===== src/rtl/image_row_streamer_pkg.sv =====
// Shared constants and state encoding for the 7-bit image row bus.
// The matching reader imports the same package.
package image_row_streamer_pkg;

  localparam int ROWS     = 28;
  localparam int COLS     = 7;
  localparam int IMG_BITS = ROWS * COLS;
  localparam int CNT_W    = $clog2(ROWS);

  typedef enum logic [1:0] {
    ST_IDLE = 2'd0,
    ST_SEND = 2'd1,
    ST_DONE = 2'd2
  } state_t;

endpackage


===== src/rtl/image_row_streamer_if.sv =====
// Row bus between the streamer (master) and the image reader (slave).
interface image_row_streamer_if;
  import image_row_streamer_pkg::*;

  logic [COLS-1:0] data;
  logic            valid;
  logic            first;
  logic            last;
  logic            ready;

  modport master (output data, valid, first, last, input ready);
  modport slave  (input data, valid, first, last, output ready);

endinterface


===== src/rtl/image_row_streamer.sv =====
// Captures a full binary image on start and sends it one row per accepted beat,
// row 0 (image MSBs) first. All outputs decode from registered state only.
module image_row_streamer
  import image_row_streamer_pkg::*;
(
  input  logic                  clk,
  input  logic                  reset,
  input  logic                  start,
  input  logic [IMG_BITS-1:0]   image_in,
  image_row_streamer_if.master  row,
  output logic                  busy,
  output logic                  frame_done
);

  state_t              state;
  logic [CNT_W-1:0]    cnt;
  logic [IMG_BITS-1:0] shreg;

  localparam logic [CNT_W-1:0] LAST_ROW = CNT_W'(ROWS - 1);

  always_ff @(posedge clk or posedge reset) begin
    if (reset) begin
      state <= ST_IDLE;
      cnt   <= '0;
      shreg <= '0;
    end else begin
      case (state)
        ST_IDLE: begin
          if (start) begin
            shreg <= image_in;
            cnt   <= '0;
            state <= ST_SEND;
          end
        end
        ST_SEND: begin
          if (row.ready) begin
            shreg <= shreg << COLS;
            // Counter parks on the last row instead of wrapping.
            if (cnt == LAST_ROW) begin
              state <= ST_DONE;
            end else begin
              cnt <= cnt + 1'b1;
            end
          end
        end
        ST_DONE: begin
          state <= ST_IDLE;
        end
        default: begin
          state <= ST_IDLE;
        end
      endcase
    end
  end

  assign row.valid  = (state == ST_SEND);
  assign row.data   = row.valid ? shreg[IMG_BITS-1 -: COLS] : '0;
  assign row.first  = row.valid && (cnt == '0);
  assign row.last   = row.valid && (cnt == LAST_ROW);
  assign busy       = (state != ST_IDLE);
  assign frame_done = (state == ST_DONE);

endmodule


===== src/flat_wrapper.sv =====
// flat-port wrapper written by rule: the top's interface ports become plain ports
module image_row_streamer_flat import image_row_streamer_pkg::*;
  (clk, reset, start, image_in, busy, frame_done, row_data, row_valid, row_first, row_last, row_ready);
  image_row_streamer_if row_i ();
  input  logic clk;
  input  logic reset;
  input  logic start;
  input  logic [IMG_BITS-1:0] image_in;
  output logic busy;
  output logic frame_done;
  output wire logic [$bits(row_i.data)-1:0] row_data;
  output wire logic [$bits(row_i.valid)-1:0] row_valid;
  output wire logic [$bits(row_i.first)-1:0] row_first;
  output wire logic [$bits(row_i.last)-1:0] row_last;
  input wire logic [$bits(row_i.ready)-1:0] row_ready;
  assign row_data = row_i.data;
  assign row_valid = row_i.valid;
  assign row_first = row_i.first;
  assign row_last = row_i.last;
  assign row_i.ready = row_ready;
  image_row_streamer u_core (.clk(clk), .reset(reset), .start(start), .image_in(image_in), .row(row_i), .busy(busy), .frame_done(frame_done));
endmodule

===== config.mk =====
export PLATFORM = sky130hd
export DESIGN_NAME = image_row_streamer_flat
export DESIGN_NICKNAME = d
export VERILOG_FILES = /design/src/rtl/image_row_streamer_pkg.sv /design/src/rtl/image_row_streamer_if.sv /design/src/rtl/image_row_streamer.sv /design/src/flat_wrapper.sv
export SDC_FILE = /design/constraint.sdc
export NUM_CORES = 1
export LEC_CHECK = 0
export ABC_AREA = 1
export ABC_CLOCK_PERIOD_IN_PS = 12700
export CAP_MARGIN = 5
export CORE_MARGIN = 2
export CORE_UTILIZATION = 56
export DETAILED_ROUTE_END_ITERATION = 10
export GPL_ROUTABILITY_DRIVEN = 0
export PLACE_DENSITY = 0.94
export SETUP_SLACK_MARGIN = 0.5
export SYNTH_ARGS = -nofsm -noshare
export SYNTH_HDL_FRONTEND = slang
export SYNTH_SLANG_ARGS = --single-unit
export TNS_END_PERCENT = 30

===== constraint.sdc =====
create_clock -name clk -period 12.7 [get_ports clk]
set_input_delay 1.27 -clock clk [delete_from_list [all_inputs] [get_ports clk]]
set_output_delay 1.27 -clock clk [all_outputs]
set_load 0.01 [all_outputs]

### Word level (Yosys, flattened, before mapping)

Index checks and enable logic that the tools add are counted.

* add/sub/neg operators: 1
* eq/ne operators: 7
* multiplexer cells: 12
* reductions and logical operators: 9

Operator list (number)
* 2-to-1 mux 196 bit: 2
* case mux 196 bit (2 select lines): 1
* 2-to-1 mux 5 bit: 3
* case mux 5 bit (2 select lines): 1
* != test 2 bit, second input constant: 4
* 2-to-1 mux 7 bit: 1
* 2-to-1 mux 2 bit: 3
* AND reduction 3 bit: 2
* adder 5 x 1 -> 5 bit, second input constant: 1
* == test 5 bit, second input constant: 1
* zero test 5 bit: 1
* case mux 2 bit (2 select lines): 1
* AND reduction 4 bit: 1
* nonzero test 2 bit: 2
* == test 2 x 1 -> 1 bit, second input constant: 1
* == test 2 bit, second input constant: 1
* logical AND 1 bit: 2
* zero test 2 bit: 1

* flip-flop bits (word level): 203
* output and inout bits: 12

### Depth between registers and ports, before layout

Gate-level depths: netlist of run 1.

* word-level depth: 4
* gate-level depth with buffers: 9

### Worst setup path after synthesis of run 1

No wires, ideal clock.

* kind: register to output
* start: reg u_core.state[1]
* end: out row_first
* arrival: 1.445 ns
* required time: 11.430 ns
* path slack: 9.985 ns
* stages on the path, launching flop included: 7
* buffers on the path: 3
* cells stage by stage: dfrtp_1 -> inv_1 -> nand2_1 -> buf_4 -> buf_2 -> buf_2 -> nor4_1

* longest elaborated chain between the ends: 2

RTL lines
* start: declaration: line image_row_streamer.sv:15 `state_t state;`
* start signal: assignment: line image_row_streamer.sv:23 `state <= ST_IDLE;`
* start signal: assignment: line image_row_streamer.sv:32 `state <= ST_SEND;`
* start signal: assignment: line image_row_streamer.sv:40 `state <= ST_DONE;`
* == test 2 x 1 -> 1 bit: line image_row_streamer.sv:56 `assign row.valid = (state == ST_SEND);`
* logical AND 1 bit: line image_row_streamer.sv:58 `assign row.first = row.valid && (cnt == '0);`
* end: declaration: line flat_wrapper.sv:13 `output wire logic [$bits(row_i.first)-1:0] row_first;`

No other way between the ends.

### Worst setup path after layout of run 1

* start: reg u_core.state[0]
* end: out row_data[5]

* longest elaborated chain between the ends: 2

RTL lines
* == test 2 x 1 -> 1 bit: line image_row_streamer.sv:56
* 2-to-1 mux 7 bit: line image_row_streamer.sv:57 `assign row.data = row.valid ? shreg[IMG_BITS-1 -: COLS] : '0;`
* end: declaration: line flat_wrapper.sv:11 `output wire logic [$bits(row_i.data)-1:0] row_data;`

No other way between the ends.

==> flow_summary.json, run 1 <==
{
  "maxCapViolCount": 0,
  "setup_viol": 0,
  "yosys.area.top_type_share_pct": 50.76,
  "ys_ff_latch": 203,
  "gr-total-overflow": 0,
  "ant_nets": 0,
  "layout_commonest_cell": "nand2_1",
  "cts_resized": 0,
  "die_y_microns": 137.7,
  "rsz0062_at_grt": "false",
  "cts.sinks": 203,
  "grt_pass1_wl_mm": 38.08,
  "synth_cell_type_count": 20,
  "timing.slew.headroom_pct": 30.55,
  "worst_ep_arrival_time_ns": 3.76,
  "slew_viol_final": 0,
  "grt_util_all_layers_pct": 25.11,
  "antenna_found_initial": 0,
  "multi_input_area_sq_um": 3666,
  "cts_tree": "built",
  "hold_buffers": 0,
  "synth_area_leaders": "dfrtp_1 51%, o21ai_0 17%, nand2_1 15%",
  "vias_per_cell": 5.152,
  "layout_common_cells": "397 x nand2_1, 345 x o21ai_0, 211 x clkdlybuf4s50_1",
  "status": "complete, no violations",
  "worst_ep_required_time_ns": 11.43,
  "numPortBuffers": 211,
  "first_iter_violations": 663,
  "cts_inserted_buffers": 22,
  "grt_max_degree": 164,
  "fin_area_sq_um": 12660,
  "routedWlPerCell_microns": 14.11,
  "clk_pin_slew_ns": 0.06,
  "ir_drop_uv": 138.3,
  "min_path_type": "reg -> reg",
  "ctsHtreeMaxLevel": 1,
  "firstDrtPassIters": 4,
  "die_area_sq_um": 18960,
  "nets": 1677,
  "cts_buffer_depth": 3,
  "worst_pin_slew_ns": 1.042,
  "fp-row-count": 48,
  "yosysSeqAreaShare_pct": 50.76,
  "fmax_mhz": 198.7,
  "clk_latency_ns": 0.50,
  "synth.avg_cell_area_sq_um": 7.570,
  "coreArea_sq_um": 17360,
  "syn_area_sq_um": 10010,
  "path_class": "reg -> out",
  "fillers": 1242,
  "p_leak_nw": 5.944,
  "via_count": 8835,
  "min_period_over_period_pct": 39.62,
  "drive_gt1_share_pct": 3.020,
  "fin_skew_ns": 0.007629,
  "cts-root-buf": "clkbuf_16",
  "fin_hold_ws_ns": 0.5163,
  "seqCellArea_sq_um": 5080,
  "initial_utilization_pct": 57.66,
  "diodes": 0,
  "yosys.area.top_type": "dfrtp_1",
  "num_io_pins": 212,
  "grt_pass1_vias": 8302,
  "postPlaceCellArea_sq_um": 11970,
  "die_x_microns": 137.7,
  "tns_ns": 0,
  "critPathCaptureType": "output pin",
  "min_period_ns": 5.032,
  "ys_warn_count": 0,
  "post_cts_buffers": 0,
  "hpwl_mm": 15.86,
  "cellPowerDensity_nw_per_um2": 233.0,
  "worstPathMaxFanout": 114,
  "syn_inst": 1322,
  "synth_nets": 1524,
  "cp-start-kind": "flip-flop",
  "hold_violations": 0,
  "areaGrowthSynthToFinish_pct": 26.54,
  "drc": 0,
  "wl_mm": 24.20
}
[final timing paths]
path / slack, ns / start / endpoint / cells past startpoint
max in group asynchronous: 9.74 / reset / u_core.shreg[110]$_DFFE_PP0P_ / 3
min: 0.52 / u_core.shreg[99]$_DFFE_PP0P_ / u_core.shreg[99]$_DFFE_PP0P_ / 2
max reg2reg: 9.40 / u_core.state[0]$_DFFE_PP0P_ / u_core.shreg[186]$_DFFE_PP0P_ / 7
min reg2reg: 0.52 / u_core.shreg[99]$_DFFE_PP0P_ / u_core.shreg[99]$_DFFE_PP0P_ / 2
min in group asynchronous: 1.35 / reset / u_core.shreg[191]$_DFFE_PP0P_ / 2
max: 7.67 / u_core.state[0]$_DFFE_PP0P_ / row_data[5] / 5
[layer usage]
metal | GRT usage [%] | up-vias | wire, microns | part of all wire, %
met4 | 7.847 | 0 | 586 | 2.4
met1 | 32.90 | 4063 | 10270 | 42
met3 | 3.937 | 48 | 1603 | 6.6
met5 | 0 | - | 0 | 0
met2 | 43.06 | 303 | 11740 | 49
li1 | - | 4421 | - | -
[where the power goes]
| part | internal, W | switching [W] |
|---|---|---|
| Sequential | 0.000951 | 0.0000881 |
| Combinational | 0.000413 | 0.000883 |
| Clock | 0.000362 | 0.000255 |
| Total | 0.00173 | 0.00123 |
[stage by stage]
step	worst slack, ns	util [%]	instances	total power [W]
2_1_floorplan	5.891	-	1322	0.002069
3_3_place_gp	8.292	68.96	1676	0.002240
4_1_cts	7.670	72.96	1715	0.002959
5_1_grt	7.366	72.96	1715	0.003211
6_report	7.668	72.96	1715	0.002951
3_5_place_dp	8.210	68.96	1676	0.002321
[worst max-delay path: stages, from the launching register on]
cell and delay [ns]:
dfrtp_1 0.49, nand2_4 0.48, buf_4 0.81, buf_4 0.82, nor2_1 0.10, clkdlybuf4s50_1 0.51
[synth_stat cells]
cell type and count:
nand3b_1 1, buf_2 36, dfrtp_1 203, nand2_1 398, clkbuf_2 10, clkbuf_1 13
or2_2 1, inv_1 207, buf_6 1, buf_4 28, nand3_1 14, o21ai_0 345
nor2_4 1, nor4_1 1, ha_1 2, nand2_4 1, nor2_1 11, nand2_2 2
o21ai_1 45, nand4_1 2
[state kept, by name, summed over array words and instances, names as in the netlist]
register	cells
u_core.state	2
u_core.cnt	5
u_core.shreg	196
[cell families (layout without fill, tap and decap cells)]
group / count (synthesis) / in the layout / synth area share (%)
buffers and inverters: 295 / 463 / 12.77
AO/OA/AOI/OAI: 390 / 390 / 19.50
adder cells (fa/ha/maj): 2 / 2 / 0.2500
AND/OR/NAND/NOR: 432 / 432 / 16.72
flip-flops: 203 / 203 / 50.76
[layout make-up]
class | count | area share [%]
sequential | 203 | 40.11
multi-input combinational | 824 | 28.95
clock buffer | 35 | 5.296
inverter | 207 | 6.195
timing repair buffer | 217 | 17.03
tap | 225 | 2.223
clock inverter | 4 | 0.1877
Note: power is estimated with default switching activity, not from simulation.
==> run 2, diff against run 1 <==
- ABC_CLOCK_PERIOD_IN_PS: 12700 -> 4980
- CORE_UTILIZATION: 56 -> 52
- PLACE_DENSITY: 0.94 -> 0.88
- clock period: 12.7 -> 4.98 ns (I/O delays scaled with it)
==> flow_summary.json, run 2 (same netlist as run 1, synthesis figures left out) <==
{
  "status": "complete, no violations",
  "grt_util_all_layers_pct": 22.71,
  "nets": 1678,
  "fp-row-count": 50,
  "fmax_mhz": 333.4,
  "gr-total-overflow": 0,
  "maxCapViolCount": 0,
  "largest_register_ffs": 196,
  "p_leak_nw": 5.959,
  "reg_top3": "u_core.shreg x196, u_core.cnt x5, u_core.state x2",
  "antenna_found_initial": 0,
  "numPortBuffers": 211,
  "firstDrtPassIters": 5,
  "ant_nets": 0,
  "tns_ns": 0,
  "postPlaceCellArea_sq_um": 12020,
  "layout_common_cells": "397 x nand2_1, 345 x o21ai_0, 211 x clkdlybuf4s50_1",
  "die_y_microns": 142.7,
  "hold_violations": 0,
  "worst_pin_slew_ns": 1.125,
  "grt_max_degree": 204,
  "areaGrowthSynthToFinish_pct": 27.06,
  "min_period_ns": 3.000,
  "coreArea_sq_um": 18770,
  "path_class": "reg -> out",
  "worst_ep_required_time_ns": 4.48,
  "post_cts_buffers": 0,
  "initial_utilization_pct": 53.32,
  "first_iter_violations": 620,
  "fin_skew_ns": 0.007664,
  "grt_pass1_vias": 8156,
  "drive_gt1_share_pct": 3.221,
  "fin_area_sq_um": 12710,
  "min_period_over_period_pct": 60.23,
  "vias_per_cell": 5.052,
  "hold_buffers": 0,
  "drc": 0,
  "timing.slew.headroom_pct": 24.97,
  "worst_ep_arrival_time_ns": 2.50,
  "cp-start-kind": "flip-flop",
  "layout_commonest_cell": "nand2_1",
  "routedWlPerCell_microns": 13.39,
  "min_path_type": "reg -> reg",
  "die_area_sq_um": 20370,
  "diodes": 0,
  "num_io_pins": 212,
  "setup_viol": 0,
  "clk_pin_slew_ns": 0.06,
  "ctsHtreeMaxLevel": 1,
  "die_x_microns": 142.7,
  "cts_buffer_depth": 3,
  "grt_pass1_wl_mm": 38.01,
  "critPathCaptureType": "output pin",
  "cts_tree": "built",
  "regMostFlops": "u_core.shreg",
  "cts-root-buf": "clkbuf_16",
  "fillers": 1488,
  "via_count": 8709,
  "cts_inserted_buffers": 22,
  "cellPowerDensity_nw_per_um2": 588.1,
  "cts_resized": 0,
  "hpwl_mm": 15.21,
  "rsz0062_at_grt": "false",
  "ir_drop_uv": 376.9,
  "wl_mm": 23.09,
  "slew_viol_final": 0,
  "clk_latency_ns": 0.49,
  "worstPathMaxFanout": 86,
  "cts.sinks": 203
}
[run 2: layer usage]
| metal | routed length [microns] | up-vias | global-route usage, % |
|---|---|---|---|
| met3 | 1467 | 31 | 3.823 |
| met4 | 427 | 0 | 4.690 |
| met2 | 10910 | 255 | 37.60 |
| li1 | - | 4420 | - |
| met5 | 0 | - | 0 |
| met1 | 10280 | 4003 | 31.85 |
[run 2: worst paths after layout]
check	start	to	slack (ns)	depth (start not counted)
worst max-delay path	u_core.state[1]$_DFFE_PP0P_	row_first	1.98	4
worst min-delay path	u_core.shreg[80]$_DFFE_PP0P_	u_core.shreg[80]$_DFFE_PP0P_	0.51	2
worst max register to register	u_core.state[1]$_DFFE_PP0P_	u_core.shreg[120]$_DFFE_PP0P_	2.55	6
worst min register to register	u_core.shreg[80]$_DFFE_PP0P_	u_core.shreg[80]$_DFFE_PP0P_	0.51	2
max in group asynchronous	reset	u_core.shreg[69]$_DFFE_PP0P_	3.50	3
min in group asynchronous	reset	u_core.shreg[159]$_DFFE_PP0P_	0.61	3
[run 2: cell type report]
cell class              instances  area [sq um]  area share (%)
inverters                     207         780.7           6.141
clock inverters                 6         33.78          0.2657
well taps                     234         292.8           2.303
repair buffers                218          2202           17.32
multi-input cells             824          3666           28.83
clock buffers                  32         659.4           5.186
flip-flops and latches        203          5080           39.95
[run 2: power by group]
group          switching (W)  total (W)  leakage, nW  internal [W]
Sequential          0.000216    0.00264         2.55       0.00242
Clock               0.000634    0.00155        0.348      0.000915
Combinational        0.00221    0.00329         3.06       0.00108
[run 2: metrics by stage]
step / total power [W] / instances / utilization (%) / hold WS (ns) / setup slack (ns)
floorplan: 0.005278 / 1322 / - / 0.4805 / 1.852
global placement: 0.005779 / 1686 / 64.05 / 0.4929 / 2.275
detailed placement: 0.005926 / 1686 / 64.05 / 0.5030 / 2.206
CTS: 0.007528 / 1724 / 67.75 / 0.5173 / 1.930
global route: 0.008222 / 1724 / 67.75 / 0.5259 / 1.772
finish: 0.007477 / 1724 / 67.75 / 0.5119 / 1.980
[run 2: worst max-delay path, cell delays in order (launching register included)]
cell	delay (ns)
dfrtp_1	0.42
inv_1	0.16
nand2_4	0.42
nor4_1	0.40
clkdlybuf4s50_1	0.60
